===== config.mk =====
export PLATFORM = sky130hd
export DESIGN_NAME = fetch_stall_ctrl_flat
export DESIGN_NICKNAME = d
export VERILOG_FILES = /design/src/rtl/fetch_stall_ctrl_pkg.sv /design/src/rtl/fetch_stall_ctrl_if.sv /design/src/rtl/fetch_skid_buf.sv /design/src/rtl/fetch_stall_ctrl.sv /design/src/flat_wrapper.sv
export SDC_FILE = /design/constraint.sdc
export NUM_CORES = 1
export LEC_CHECK = 0
export BUFFER_PORTS_ARGS = -buffer_cell sky130_fd_sc_hd__buf_2
export CAP_MARGIN = 30
export CORE_UTILIZATION = 50
export DETAILED_ROUTE_END_ITERATION = 8
export GPL_TIMING_DRIVEN = 0
export PLACE_DENSITY = 0.76
export SETUP_SLACK_MARGIN = 0.15
export SYNTH_ARGS = -nofsm -noshare
export SYNTH_HDL_FRONTEND = slang
export SYNTH_SLANG_ARGS = --single-unit

===== constraint.sdc =====
create_clock -name clk -period 2 [get_ports clk]
set_input_delay 0.6 -clock clk [delete_from_list [all_inputs] [get_ports clk]]
set_output_delay 0.6 -clock clk [all_outputs]
set_load 0.005 [all_outputs]

===== src/rtl/fetch_stall_ctrl_pkg.sv =====
// Shared types and constants for the fetch stall/flush controller.
//   INST_NOP     : instruction placed in IF/ID when it holds nothing real
//   PC_STEP      : sequential fetch increment
//   skid_state_e : occupancy of the 1-entry skid buffer
//   fetch_resp_t : pc+instruction pair travelling from imem into IF/ID
package fetch_stall_ctrl_pkg;

    localparam logic [31:0] INST_NOP = 32'h0000_0013;
    localparam logic [31:0] PC_STEP  = 32'd4;

    typedef enum logic {
        SKID_EMPTY = 1'b0,
        SKID_FULL  = 1'b1
    } skid_state_e;

    typedef struct packed {
        logic [31:0] pc;
        logic [31:0] inst;
    } fetch_resp_t;

    // Sequential successor, wrapping mod 2^32.
    function automatic logic [31:0] next_pc(input logic [31:0] pc);
        return pc + PC_STEP;
    endfunction

endpackage


===== src/rtl/fetch_stall_ctrl_if.sv =====
// Fetch-side bus: hazard controls in, imem request/response, IF/ID and
// bubble out.
//   slave  : the fetch controller
//   master : the surrounding pipeline / instruction memory
interface fetch_stall_ctrl_if #(
    parameter int ADDR_W = 32
);
    logic              load_stall;
    logic              flush;
    logic [31:0]       br_addr;
    logic              imem_en;
    logic [ADDR_W-1:0] imem_addr;
    logic [31:0]       imem_rdata;
    logic [31:0]       if_id_pc;
    logic [31:0]       if_id_inst;
    logic              if_id_valid;
    logic              id_ex_bubble;

    modport slave (
        input  load_stall, flush, br_addr, imem_rdata,
        output imem_en, imem_addr, if_id_pc, if_id_inst, if_id_valid, id_ex_bubble
    );

    modport master (
        output load_stall, flush, br_addr, imem_rdata,
        input  imem_en, imem_addr, if_id_pc, if_id_inst, if_id_valid, id_ex_bubble
    );
endinterface


===== src/rtl/fetch_skid_buf.sv =====
// 1-entry pc+instruction skid buffer.
//   load  : capture din (a response that arrived while IF/ID was held)
//   drain : IF/ID consumed the entry this cycle
//   clear : discard the entry (flush); wins over load
//   vld   : entry present; dout : stored entry
module fetch_skid_buf
    import fetch_stall_ctrl_pkg::*;
(
    input  logic        clk,
    input  logic        rstn,
    input  logic        load,
    input  logic        drain,
    input  logic        clear,
    input  fetch_resp_t din,
    output logic        vld,
    output fetch_resp_t dout
);

    skid_state_e state_q, state_d;

    always_ff @(posedge clk or negedge rstn) begin
        if (!rstn) state_q <= SKID_EMPTY;
        else       state_q <= state_d;
    end

    always_comb begin
        state_d = state_q;
        case (state_q)
            SKID_EMPTY: if (load && !clear)  state_d = SKID_FULL;
            SKID_FULL:  if (clear || drain)  state_d = SKID_EMPTY;
            default:                         state_d = SKID_EMPTY;
        endcase
    end

    always_ff @(posedge clk or negedge rstn) begin
        if (!rstn)               dout <= '0;
        else if (load && !clear) dout <= din;
    end

    assign vld = (state_q == SKID_FULL);

endmodule


===== src/rtl/fetch_stall_ctrl.sv =====
// Fetch stall/flush controller: owns the PC, the synchronous imem request,
// a 1-entry skid buffer and the IF/ID register; drives the ID/EX bubble.
// No instruction is lost or duplicated across stalls and no wrong-path
// instruction survives a flush.
//   clk, rstn  : clock, async active-low reset
//   bus        : hazard controls, imem port, IF/ID outputs, bubble
//   stall_cnt  : saturating count of cycles stalled without flush
//   flush_cnt  : saturating count of flush cycles
module fetch_stall_ctrl
    import fetch_stall_ctrl_pkg::*;
#(
    parameter logic [31:0] RESET_PC = 32'h0000_0000,
    parameter int          ADDR_W   = 32,
    parameter int          CNT_W    = 16
) (
    input  logic             clk,
    input  logic             rstn,
    fetch_stall_ctrl_if.slave bus,
    output logic [CNT_W-1:0] stall_cnt,
    output logic [CNT_W-1:0] flush_cnt
);

    logic        flush;
    logic        stall;      // stall that is not overridden by a flush
    logic [31:0] pc_q;
    logic [31:0] fetch_pc_q;
    logic        fetch_vld_q;

    fetch_resp_t resp;
    fetch_resp_t skid_out;
    logic        skid_vld;
    logic        skid_load;
    logic        skid_drain;

    logic [31:0] if_id_pc_q;
    logic [31:0] if_id_inst_q;
    logic        if_id_valid_q;

    assign flush = bus.flush;
    assign stall = bus.load_stall & ~bus.flush;

    // Request goes out only when the fetch stage advances; held low in reset.
    assign bus.imem_en      = rstn & ~bus.load_stall & ~bus.flush;
    assign bus.imem_addr    = pc_q[ADDR_W-1:0];
    assign bus.id_ex_bubble = bus.load_stall | bus.flush;

    // ---- request side ----
    always_ff @(posedge clk or negedge rstn) begin
        if (!rstn) begin
            pc_q        <= RESET_PC;
            fetch_pc_q  <= '0;
            fetch_vld_q <= 1'b0;
        end else if (flush) begin
            pc_q        <= bus.br_addr;
            fetch_vld_q <= 1'b0;
        end else if (stall) begin
            fetch_vld_q <= 1'b0;
        end else begin
            fetch_pc_q  <= pc_q;
            pc_q        <= next_pc(pc_q);
            fetch_vld_q <= 1'b1;
        end
    end

    assign resp = '{pc: fetch_pc_q, inst: bus.imem_rdata};

    // A response landing while IF/ID is held is parked; it drains on the
    // first advancing cycle, which is also the cycle pc_q is re-requested,
    // so the stream resumes without a bubble.
    assign skid_load  = stall & fetch_vld_q;
    assign skid_drain = ~bus.load_stall & ~flush & skid_vld;

    fetch_skid_buf u_skid (
        .clk   (clk),
        .rstn  (rstn),
        .load  (skid_load),
        .drain (skid_drain),
        .clear (flush),
        .din   (resp),
        .vld   (skid_vld),
        .dout  (skid_out)
    );

    // ---- IF/ID side ----
    always_ff @(posedge clk or negedge rstn) begin
        if (!rstn) begin
            if_id_pc_q    <= '0;
            if_id_inst_q  <= INST_NOP;
            if_id_valid_q <= 1'b0;
        end else if (flush) begin
            if_id_inst_q  <= INST_NOP;
            if_id_valid_q <= 1'b0;
        end else if (stall) begin
            // hold
        end else if (skid_vld) begin
            if_id_pc_q    <= skid_out.pc;
            if_id_inst_q  <= skid_out.inst;
            if_id_valid_q <= 1'b1;
        end else if (fetch_vld_q) begin
            if_id_pc_q    <= resp.pc;
            if_id_inst_q  <= resp.inst;
            if_id_valid_q <= 1'b1;
        end else begin
            if_id_inst_q  <= INST_NOP;
            if_id_valid_q <= 1'b0;
        end
    end

    assign bus.if_id_pc    = if_id_pc_q;
    assign bus.if_id_inst  = if_id_inst_q;
    assign bus.if_id_valid = if_id_valid_q;

    // ---- saturating performance counters ----
    always_ff @(posedge clk or negedge rstn) begin
        if (!rstn) begin
            stall_cnt <= '0;
            flush_cnt <= '0;
        end else begin
            if (stall && (stall_cnt != {CNT_W{1'b1}})) stall_cnt <= stall_cnt + CNT_W'(1);
            if (flush && (flush_cnt != {CNT_W{1'b1}})) flush_cnt <= flush_cnt + CNT_W'(1);
        end
    end

    // The skid only fills on a stall, and a stall never leaves a request in
    // flight, so a full skid and a live response can never coexist.
    a_skid_excl: assert property (@(posedge clk) disable iff (!rstn) !(skid_vld && fetch_vld_q));

endmodule


===== src/flat_wrapper.sv =====
// flat-port wrapper written by rule: the top's interface ports become plain ports
module fetch_stall_ctrl_flat import fetch_stall_ctrl_pkg::*;
#(
    parameter logic [31:0] RESET_PC = 32'h0000_0000,
    parameter int          ADDR_W   = 32,
    parameter int          CNT_W    = 16
)
  (clk, rstn, stall_cnt, flush_cnt, bus_load_stall, bus_flush, bus_br_addr, bus_imem_rdata, bus_imem_en, bus_imem_addr, bus_if_id_pc, bus_if_id_inst, bus_if_id_valid, bus_id_ex_bubble);
  fetch_stall_ctrl_if #(.ADDR_W(ADDR_W)) bus_i ();
  input  logic clk;
  input  logic rstn;
  output logic [CNT_W-1:0] stall_cnt;
  output logic [CNT_W-1:0] flush_cnt;
  input wire logic [$bits(bus_i.load_stall)-1:0] bus_load_stall;
  input wire logic [$bits(bus_i.flush)-1:0] bus_flush;
  input wire logic [$bits(bus_i.br_addr)-1:0] bus_br_addr;
  input wire logic [$bits(bus_i.imem_rdata)-1:0] bus_imem_rdata;
  output wire logic [$bits(bus_i.imem_en)-1:0] bus_imem_en;
  output wire logic [$bits(bus_i.imem_addr)-1:0] bus_imem_addr;
  output wire logic [$bits(bus_i.if_id_pc)-1:0] bus_if_id_pc;
  output wire logic [$bits(bus_i.if_id_inst)-1:0] bus_if_id_inst;
  output wire logic [$bits(bus_i.if_id_valid)-1:0] bus_if_id_valid;
  output wire logic [$bits(bus_i.id_ex_bubble)-1:0] bus_id_ex_bubble;
  assign bus_i.load_stall = bus_load_stall;
  assign bus_i.flush = bus_flush;
  assign bus_i.br_addr = bus_br_addr;
  assign bus_i.imem_rdata = bus_imem_rdata;
  assign bus_imem_en = bus_i.imem_en;
  assign bus_imem_addr = bus_i.imem_addr;
  assign bus_if_id_pc = bus_i.if_id_pc;
  assign bus_if_id_inst = bus_i.if_id_inst;
  assign bus_if_id_valid = bus_i.if_id_valid;
  assign bus_id_ex_bubble = bus_i.id_ex_bubble;
  fetch_stall_ctrl #(.RESET_PC(RESET_PC), .ADDR_W(ADDR_W), .CNT_W(CNT_W)) u_core (.clk(clk), .rstn(rstn), .bus(bus_i), .stall_cnt(stall_cnt), .flush_cnt(flush_cnt));
endmodule

==> flow_metrics.py, run 1 <==
metrics = {
    "setup_path": {
        "critPathMaxStageDelay_ps": 220,
        "cp_common_cell": "buf_6",
        "ff2ff_path_depth": 6,
        "start_kind": "input port",
        "end_kind": "output pin",
        "timing.rr.end": "u_core.bus.imem_addr[28]",
        "cp_max_fo": 4,
        "setup.worst_path.end": "bus_imem_en",
        "crit_path_start": "bus_load_stall",
        "worstPathArrival_ps": 1330,
        "cp_num_cells": 6,
        "crit_required_ps": 1400,
        "cp_slowest_cell": "or2_1",
        "reg2reg_slack_ps": 170,
        "worst-setup-path-type": "input port to output pin",
        "r2r_start": "u_core.bus.imem_addr[13]",
        "worstPathCellList": "buf_8 > or2_1 > buf_6 > clkinv_4 > and2_4 > buf_6",
        "crit_buf_inv": 4,
        "critical_path.top_delay_family": "buffers and inverters",
    },
    "placement": {
        "dp_hpwl_um": 17220,
        "placed_cell_area_um2": 11420,
        "port_buffers": 197,
        "gp_congestion": 0.8657,
    },
    "clock_tree": {
        "htreeDepth": 1,
        "clock_latency_ps": 520,
        "clk_path_buf_depth": 3,
        "cts_tree": "built",
        "clkTransAtPathRegs_ps": 60,
        "cts_made_buffers": 24,
        "cts_root_buf": "clkbuf_16",
        "cts_num_sinks": 227,
    },
    "yosys": {
        "syn_avg_cell_area_um2": 11.75,
        "synth_edf_count": 0,
        "ys_warn_count": 0,
        "syn_nets": 924,
        "synthCells": 853,
        "synth.cell_area_um2": 10020,
        "ys_ff_latch": 227,
        "synth_flop_cell": "dfrtp_1",
        "async_flop_share_pct": 100.0,
        "synth_seq_area_share_pct": 56.71,
        "ys_types": 51,
    },
    "worst_hold_path": {
        "hold_class": "input port to async pin",
    },
    "route": {
        "wl_per_cell_um": 18.97,
        "drt_first_pass_iters": 4,
        "wl_um": 26270,
        "drc": 0,
        "postRouteAntennaNets": 0,
        "drt-initial-drc-count": 386,
        "vias": 7838,
        "avgViaCountPerCell": 5.659,
    },
    "power": {
        "p_per_area_nw_per_um2": 985.2,
        "fin_total_pwr_mw": 12.45,
        "p_leak_nw": 5.691,
        "vdd_drop_max_mv": 0.5861,
    },
    "grt": {
        "antenna_found_initial": 2,
        "grt_usage_pct": 25.49,
        "grt_pass1_vias": 7553,
        "met3_usage_pct": 4.065,
        "grt_overflow": 0,
        "busiest_layer": "met2",
        "grtUsageMet1_pct": 34.24,
        "grt_pass1_wl_um": 40430,
        "met2_usage_pct": 41.42,
        "grt_max_degree": 54,
    },
    "die": {
        "die_w_um": 143.6,
        "ios": 199,
        "core_area_um2": 19530,
        "initial_core_util_pct": 51.33,
        "rows": 51,
        "dieArea_um2": 20620,
        "die_h_um": 143.6,
    },
    "layout": {
        "final_area_um2": 12640,
        "final_nets": 1174,
        "finalCoreUtilization_pct": 64.72,
        "area_growth_pct": 26.08,
        "nFillCells": 1545,
        "layout-drive-gt1-share_pct": 36.94,
    },
    "timing": {
        "clock_skew_ps": 19.15,
        "final.min_clock_period_ps": 1935,
        "rsz0062_at_grt": "true",
        "worstMarginPinSlew_ps": 773.7,
        "slew_headroom_pct": 48.42,
        "finalHoldViolCount": 0,
        "fmax_ghz": 0.5169,
        "drv_slew": 0,
        "fin_crit_sh_pct": 96.73,
        "timing.final.setup_violations": 0,
    },
    "run": {
        "maxCapViolations": 0,
    },
    "status": {
        "status": "complete, no violations",
    },
}
[layout by cell type, fill, tap and decap left out, drive strengths merged, types with 24 or more instances in the layout]
cell,count
mux2,98
mux2i,35
buf,237
nor2,66
nor2b,31
o21ai,24
a21oi,38
nor3,33
nand2,41
a221oi,29
clkbuf,67
dfrtp,224
xnor2,24
[logic make-up (layout without fill, tap and decap cells)]
| family | count (synthesis) | after routing | synth area share (%) |
|---|---|---|---|
| other | 0 | 2 | 0 |
| XOR/XNOR | 36 | 36 | 3.146 |
| AO/OA/AOI/OAI | 133 | 133 | 8.663 |
| adder cells (fa/ha/maj) | 3 | 3 | 0.3745 |
| multiplexers | 133 | 133 | 14.51 |
| AND/OR/NAND/NOR | 262 | 262 | 14.03 |
| flip-flops | 227 | 227 | 56.71 |
| buffers and inverters | 59 | 324 | 2.571 |
[what timing repair did]
item / CTS / global route
setup buffers: 4 / 13
gates resized for setup: 22 / 31
hold buffers: 1 / 0
endpoints found under the hold margin: 23 / 0
pin swaps: 1 / 5
gates cloned: 6 / 0
endpoints found under the setup margin: 15 / 64
[flip-flops by register name, indices dropped and copies added, names as in the netlist]
register                cells
u_core.fetch_vld_q          1
u_core.bus.if_id_pc        32
u_core.fetch_pc_q          32
u_core.bus.if_id_inst      32
u_core.bus.if_id_valid      1
u_core.stall_cnt           16
u_core.bus.imem_addr       32
u_core.u_skid.dout         64
u_core.flush_cnt           16
u_core.u_skid.vld           1
[how the worst min path moves through the flow]
stage	to	from
2_1_floorplan	u_core.bus.if_id_inst[10]	rstn
3_3_place_gp	u_core.bus.if_id_valid	u_core.bus.if_id_valid
3_5_place_dp	u_core.stall_cnt[14]	rstn
4_1_cts	u_core.bus.imem_addr[8]	rstn
5_1_grt	u_core.bus.imem_addr[8]	rstn
6_report	u_core.fetch_pc_q[10]	rstn
[stage by stage]
step	TNS, ps	instances	worst slack (ps)	hold slack (ps)
floorplan	0	853	155.3	304.4
global placement	-854710	1315	-3781	457.7
detailed placement	-22340	1317	-760.6	454.0
CTS	0	1369	27.58	22.80
global route	0	1385	53.16	34.20
finish	0	1385	65.42	35.25
[Yosys cell counts (all sizes together) (11+ instances only)]
cell type | number | share of area (%)
dfrtp | 224 | 56
mux2 | 98 | 11
nor2 | 66 | 2.5
nand2 | 41 | 1.6
a21oi | 38 | 1.9
mux2i | 35 | 3.5
nor3 | 33 | 1.6
nor2b | 31 | 1.9
a221oi | 29 | 2.5
clkbuf | 27 | 1.0
o21ai | 24 | 1.2
xnor2 | 24 | 2.1
buf | 23 | 1.2
nand3 | 23 | 1.3
nand4 | 22 | 1.7
a31oi | 14 | 0.87
or4 | 13 | 0.97
xor2 | 12 | 1.0
o31ai | 11 | 0.82
[power by group]
group	total, mW	switching, mW	leakage [nW]	internal (mW)
combinational	2.23	1.05	2.59	1.18
clock	4.10	1.78	0.348	2.33
sequential	6.12	0.639	2.75	5.48
[cell type report]
class | instances | area (um2) | share of cell area [%]
Sequential cell | 227 | 5697 | 45.08
Multi-Input combinational cell | 567 | 4145 | 32.80
Timing Repair Buffer | 224 | 1444 | 11.43
Clock buffer | 37 | 679.4 | 5.376
Tap cell | 265 | 331.6 | 2.624
Buffer | 50 | 265.3 | 2.099
Inverter | 9 | 38.79 | 0.3069
Clock inverter | 4 | 31.28 | 0.2475
Antenna cell | 2 | 5.005 | 0.03960
[per-layer routing]
layer	vias up	routed length [um]
met5	-	0
met4	0	867
met3	61	1534
met2	257	12670
met1	3906	11190
li1	3614	-
No activity file was read; power rests on OpenSTA's default activity.
==> run 2: changes to the inputs <==
==> constraint.sdc (replaced) <==
create_clock -name clk -period 1.6 [get_ports clk]
set_input_delay 0.48 -clock clk [delete_from_list [all_inputs] [get_ports clk]]
set_output_delay 0.48 -clock clk [all_outputs]
set_load 0.005 [all_outputs]
==> run 2 against run 1 <==
Effect of this change:
- the run now ends with hold timing, setup timing left
- first-iteration DRC count up 57%
- sequential share of layout area down 7.4 points
- combinational power up 110%
- global-route usage up 3.2 points
- total power up 44%
- via count up 15%
- register-to-register slack worse by 400 ps
- worst hold slack worse by 40 ps
- final cell count up 14%
- clock skew down 3.2 ps
==> flow_metrics.py, run 2 (same netlist as run 1, synthesis figures left out) <==
metrics = {
    "layout": {
        "final_common_cell": "dfrtp_1",
        "finalCoreUtilization_pct": 77.72,
        "largest_reg_flops": 64,
        "regMostFlops": "u_core.u_skid.dout",
        "seq_area_um2": 5718,
        "final_nets": 1363,
        "multi_input_area_um2": 4752,
        "nFillCells": 1218,
        "layout-drive-gt1-share_pct": 55.50,
        "final_cell_mix": "dfrtp_1, buf_4, buf_2",
        "final_area_um2": 15180,
        "n_antenna_cell": 0,
        "area_growth_pct": 51.40,
    },
    "power": {
        "p_leak_nw": 6.986,
        "vdd_drop_max_mv": 1.111,
        "p_per_area_nw_per_um2": 1182,
    },
    "die": {
        "rows": 51,
        "dieArea_um2": 20620,
        "die_h_um": 143.6,
        "ios": 199,
        "initial_core_util_pct": 51.33,
        "die_w_um": 143.6,
        "core_area_um2": 19530,
    },
    "clock_tree": {
        "htreeDepth": 1,
        "clkTransAtPathRegs_ps": 70,
        "clk_path_buf_depth": 3,
        "cts_num_sinks": 227,
        "clock_latency_ps": 520,
        "cts_tree": "built",
        "cts_root_buf": "clkbuf_16",
        "cts_made_buffers": 24,
    },
    "grt": {
        "grt_max_degree": 58,
        "antenna_found_initial": 0,
        "grt_pass1_vias": 8618,
        "grt_pass1_wl_um": 45570,
        "grt_usage_pct": 28.70,
        "grt_overflow": 0,
    },
    "timing": {
        "clock_skew_ps": 15.90,
        "timing.final.setup_violations": 42,
        "drv_slew": 0,
        "rsz0062_at_grt": "true",
        "fin_crit_sh_pct": 114.4,
        "slew_headroom_pct": 48.98,
        "final.min_clock_period_ps": 1831,
        "holdWs_ps": -5.129,
        "worstMarginPinSlew_ps": 765.2,
        "fin_ws_ps": -230.9,
        "fmax_ghz": 0.5462,
        "finalHoldViolCount": 1,
    },
    "route": {
        "postRouteAntennaNets": 0,
        "drt_first_pass_iters": 4,
        "avgViaCountPerCell": 5.712,
        "wl_um": 32820,
        "wl_per_cell_um": 20.87,
        "drt-initial-drc-count": 607,
        "drc": 0,
        "vias": 8985,
    },
    "setup_path": {
        "start_kind": "register",
        "critical_path.top_delay_family": "simple AND/OR/NAND/NOR gates",
        "worstPathArrival_ps": 2250,
        "critPathMaxStageDelay_ps": 480,
        "end_kind": "register",
        "cp_max_fo": 7,
        "crit_required_ps": 2020,
        "cp_slowest_cell": "dfrtp_1",
        "worstPathCellList": "ha_2 > and2b_4 > nand3_4 > or4_4 > a31oi_1",
        "worst-setup-path-type": "register to register",
        "crit_buf_inv": 0,
    },
    "status": {
        "status": "finished, violations left",
        "failed_checks": "hold timing, setup timing",
    },
    "placement": {
        "placed_cell_area_um2": 11660,
        "gp_congestion": 0.8384,
        "port_buffers": 197,
        "dp_slack_ps": -985.4,
        "dp_hpwl_um": 17020,
    },
    "worst_hold_path": {
        "hold_class": "input port to async pin",
    },
    "run": {
        "maxCapViolations": 0,
    },
}
run 2: cell count changes in the layout (fill, tap and decap cells not counted), sizes merged, moves of 2 or more:
cell / before / now
diode: 2 / 0
clkbuf: 67 / 62
clkinv: 5 / 3
bufbuf: 6 / 4
buf: 237 / 434
run 2: worst paths after layout:
kind / cells after the start / to / start / slack, ps
setup / recovery: 5 / u_core.bus.imem_addr[24] / u_core.bus.imem_addr[2] / -230
hold / removal: 3 / u_core.bus.imem_addr[4] / rstn / -5
setup reg to reg: 5 / u_core.bus.imem_addr[24] / u_core.bus.imem_addr[2] / -230
hold reg to reg: 1 / u_core.bus.if_id_valid / u_core.bus.if_id_valid / 480
max in group asynchronous: 2 / u_core.bus.imem_addr[14] / rstn / 660
min in group clk: 3 / u_core.bus.imem_addr[11] / bus_br_addr[11] / 190
run 2: metrics by stage:
step | std cells | total power [mW] | TNS [ps]
2_1_floorplan | 853 | 9.206 | -80.50
3_3_place_gp | 1315 | 10.30 | -930930
3_5_place_dp | 1316 | 10.47 | -57030
4_1_cts | 1510 | 17.04 | -953.6
5_1_grt | 1573 | 18.63 | -5346
6_report | 1573 | 17.93 | -3909
run 2: report_power, final:
group	internal (mW)	switching, mW
clock	3.37	2.28
combinational	2.61	1.97
sequential	6.86	0.840
run 2: metal layers:
metal / vias up / share of wire [%] / track usage, % / wire length, um
li1: 3968 / - / - / -
met1: 4512 / 40 / 37.25 / 13080
met2: 387 / 49 / 47.19 / 16110
met3: 118 / 6.8 / 5.332 / 2223
met4: 0 / 4.3 / 12.21 / 1410
met5: - / 0 / 0 / 0
run 2: worst reg2reg max path, stage by stage, from the launching register on:
cell and delay (ps):
dfrtp_1 480, ha_2 260, and2b_4 230, nand3_4 140
or4_4 430, a31oi_1 200
run 2: layout make-up:
| type | count | area share (%) |
|---|---|---|
| repair buffers | 413 | 20.80 |
| multi-input cells | 567 | 31.31 |
| well taps | 265 | 2.185 |
| clock inverters | 4 | 0.3133 |
| plain buffers | 50 | 2.482 |
| flip-flops and latches | 227 | 37.68 |
| clock buffers | 38 | 4.972 |
| inverters | 9 | 0.2556 |
run 2: repair_timing:
action / 4_1_cts / 5_1_grt
gates resized for setup: 124 / 122
pin swaps: 62 / 64
gates cloned: 5 / 1
setup buffers: 142 / 62
hold buffers: 5 / 0
hold endpoints to repair: 113 / 0
endpoints found under the setup margin: 307 / 254
==> run 3: changes to the inputs <==
--- a/config.mk
+++ b/config.mk
@@ -7,6 +7,7 @@
 export LEC_CHECK = 0
 export BUFFER_PORTS_ARGS = -buffer_cell sky130_fd_sc_hd__buf_2
 export CAP_MARGIN = 30
+export CORE_ASPECT_RATIO = 1.5
 export CORE_UTILIZATION = 50
 export DETAILED_ROUTE_END_ITERATION = 8
 export GPL_TIMING_DRIVEN = 0
==> constraint.sdc (replaced) <==
create_clock -name clk -period 1.5 [get_ports clk]
set_input_delay 0.45 -clock clk [delete_from_list [all_inputs] [get_ports clk]]
set_output_delay 0.45 -clock clk [all_outputs]
set_load 0.05 [all_outputs]
==> run 3 against run 2 <==
Effect of this change:
- the run still ends with hold timing, setup timing left
- register-to-register slack about the same
- sequential power up 8.6%
- wire length down 0.89%
- global-route usage down 0.61 points
- critical path depth unchanged
- cell area up 6.3%
- via count down 0.76%
==> flow_metrics.py, run 3 (same netlist as run 1, synthesis figures left out) <==
metrics = {
    "status": {
        "status": "finished, violations left",
        "failed_checks": "hold timing, setup timing",
    },
    "grt": {
        "grt_usage_pct": 28.08,
        "grt_pass1_vias": 8824,
        "grt_overflow": 0,
        "grt_pass1_wl_um": 46260,
        "grt_max_degree": 80,
        "antenna_found_initial": 0,
    },
    "die": {
        "die_w_um": 117.6,
        "die_h_um": 175.4,
        "core_area_um2": 19710,
        "rows": 63,
        "initial_core_util_pct": 50.86,
        "ios": 199,
        "dieArea_um2": 20630,
    },
    "timing": {
        "timing.final.setup_violations": 139,
        "finalSetupTns_ps": -9939,
        "worstMarginPinSlew_ps": 592.8,
        "drv_slew": 0,
        "slew_headroom_pct": 60.48,
        "fmax_ghz": 0.5732,
        "finalHoldViolCount": 72,
        "fin_ws_ps": -244.7,
        "final.min_clock_period_ps": 1745,
        "rsz0062_at_grt": "true",
        "fin_crit_sh_pct": 116.3,
        "holdWs_ps": -169.4,
        "clock_skew_ps": 11.75,
    },
    "setup_path": {
        "r2r_start": "u_core.flush_cnt[0]",
        "start_kind": "register",
        "crit_required_ps": 1890,
        "cp_max_fo": 4,
        "worst-setup-path-type": "register to register",
        "crit_path_start": "u_core.flush_cnt[0]",
        "critPathMaxStageDelay_ps": 420,
        "worstPathArrival_ps": 2140,
        "cp_slowest_cell": "dfrtp_2",
        "worstPathCellList": "ha_4 > and4_4 > nand4_1 > nor3_2 > mux2_4",
        "end_kind": "register",
    },
    "clock_tree": {
        "cts_made_buffers": 22,
        "clkTransAtPathRegs_ps": 70,
        "cts_root_buf": "clkbuf_16",
        "clock_latency_ps": 500,
        "htreeDepth": 1,
        "clk_path_buf_depth": 3,
        "cts_tree": "built",
        "cts_num_sinks": 227,
    },
    "placement": {
        "gp_congestion": 0.7918,
        "dp_slack_ps": -685.6,
        "dp_hpwl_um": 18010,
        "port_buffers": 197,
    },
    "route": {
        "wl_per_cell_um": 20.69,
        "drt_first_pass_iters": 4,
        "drc": 0,
        "wl_um": 32530,
        "vias": 8917,
        "drt-initial-drc-count": 474,
        "avgViaCountPerCell": 5.672,
        "postRouteAntennaNets": 0,
    },
    "power": {
        "power_frac_clock_pct": 25.3,
        "p_per_area_nw_per_um2": 1311,
        "comb_power_share_pct": 35.1,
        "seq_power_share_pct": 39.5,
        "switchingPower_mw": 7.355,
        "p_leak_nw": 7.191,
        "vdd_drop_max_mv": 1.226,
        "switching_share_pct": 34.78,
        "internal-power_mw": 13.79,
    },
    "worst_hold_path": {
        "hold_class": "input port to async pin",
    },
    "layout": {
        "area_growth_pct": 60.88,
        "layout-drive-gt1-share_pct": 60.29,
        "regMostFlops": "u_core.u_skid.dout",
        "final_nets": 1367,
        "final_cell_mix": "buf_4, dfrtp_1, buf_6",
        "final_common_cell": "buf_4",
        "largest_reg_flops": 64,
        "n_antenna_cell": 0,
    },
    "run": {
        "maxCapViolations": 0,
    },
}
[run 3: layer usage]
layer  up-vias  track usage (%)  routed length, um
met3        66            3.669               1491
met4         0            7.906                888
met2       318            53.60              17890
met5         -                0                  0
li1       3988                -                  -
met1      4545            32.56              12260
[run 3: what timing repair did]
item	4_1_cts	5_1_grt
resized for setup	358	124
pin swaps	67	75
setup endpoints to repair	250	290
endpoints found under the hold margin	72	72
buffers inserted	130	85
gates cloned	1	4
[run 3: final cells by class]
type / count / area (um2)
buffer: 50 / 524.3
clock buffer: 30 / 611.8
clock inverter: 10 / 77.57
fill: 1022 / 3581
inverter: 9 / 46.29
multi-input combinational: 567 / 4941
sequential: 227 / 5759
tap: 260 / 325.3
timing repair buffer: 419 / 3840
[run 3: worst paths after layout]
check	to	slack, ps	cells past startpoint
max	u_core.flush_cnt[14]	-240	5
min	u_core.bus.if_id_inst[19]	-170	1
max reg2reg	u_core.flush_cnt[14]	-240	5
min reg2reg	u_core.u_skid.dout[54]	500	1
max in group asynchronous	u_core.bus.imem_addr[2]	520	3
min in group clk	u_core.bus.imem_addr[11]	170	3
[run 3: power by group through the flow]
stage	sequential [mW]	combinational, mW	clock [mW]
2_1_floorplan	10.0	1.82	0
3_3_place_gp	8.31	4.78	0
3_5_place_dp	8.39	4.90	0
4_1_cts	8.28	6.56	5.41
5_1_grt	8.47	7.75	5.67
6_report	8.36	7.43	5.36
[run 3: worst max-delay path, delay by kind of cell, from the launching register on]
family / cells / cell delay [ps]
fa+ha+maj: 1 / 160
flops: 1 / 420
mux: 1 / 310
simple gates: 3 / 750
[run 3: through the flow]
stage | instance area [um2] | utilization, % | std cells | total power, mW | hold slack [ps]
after floorplan | 10600 | - | 853 | 11.85 | 154.4
after global placement | 11910 | 60.46 | 1310 | 13.08 | 453.9
after detailed placement | 11980 | 60.79 | 1312 | 13.29 | 456.5
after CTS | 14890 | 75.56 | 1483 | 20.25 | -144.9
after global routing | 16130 | 81.83 | 1572 | 21.88 | -138.8
final | 16130 | 81.83 | 1572 | 21.14 | -169.4
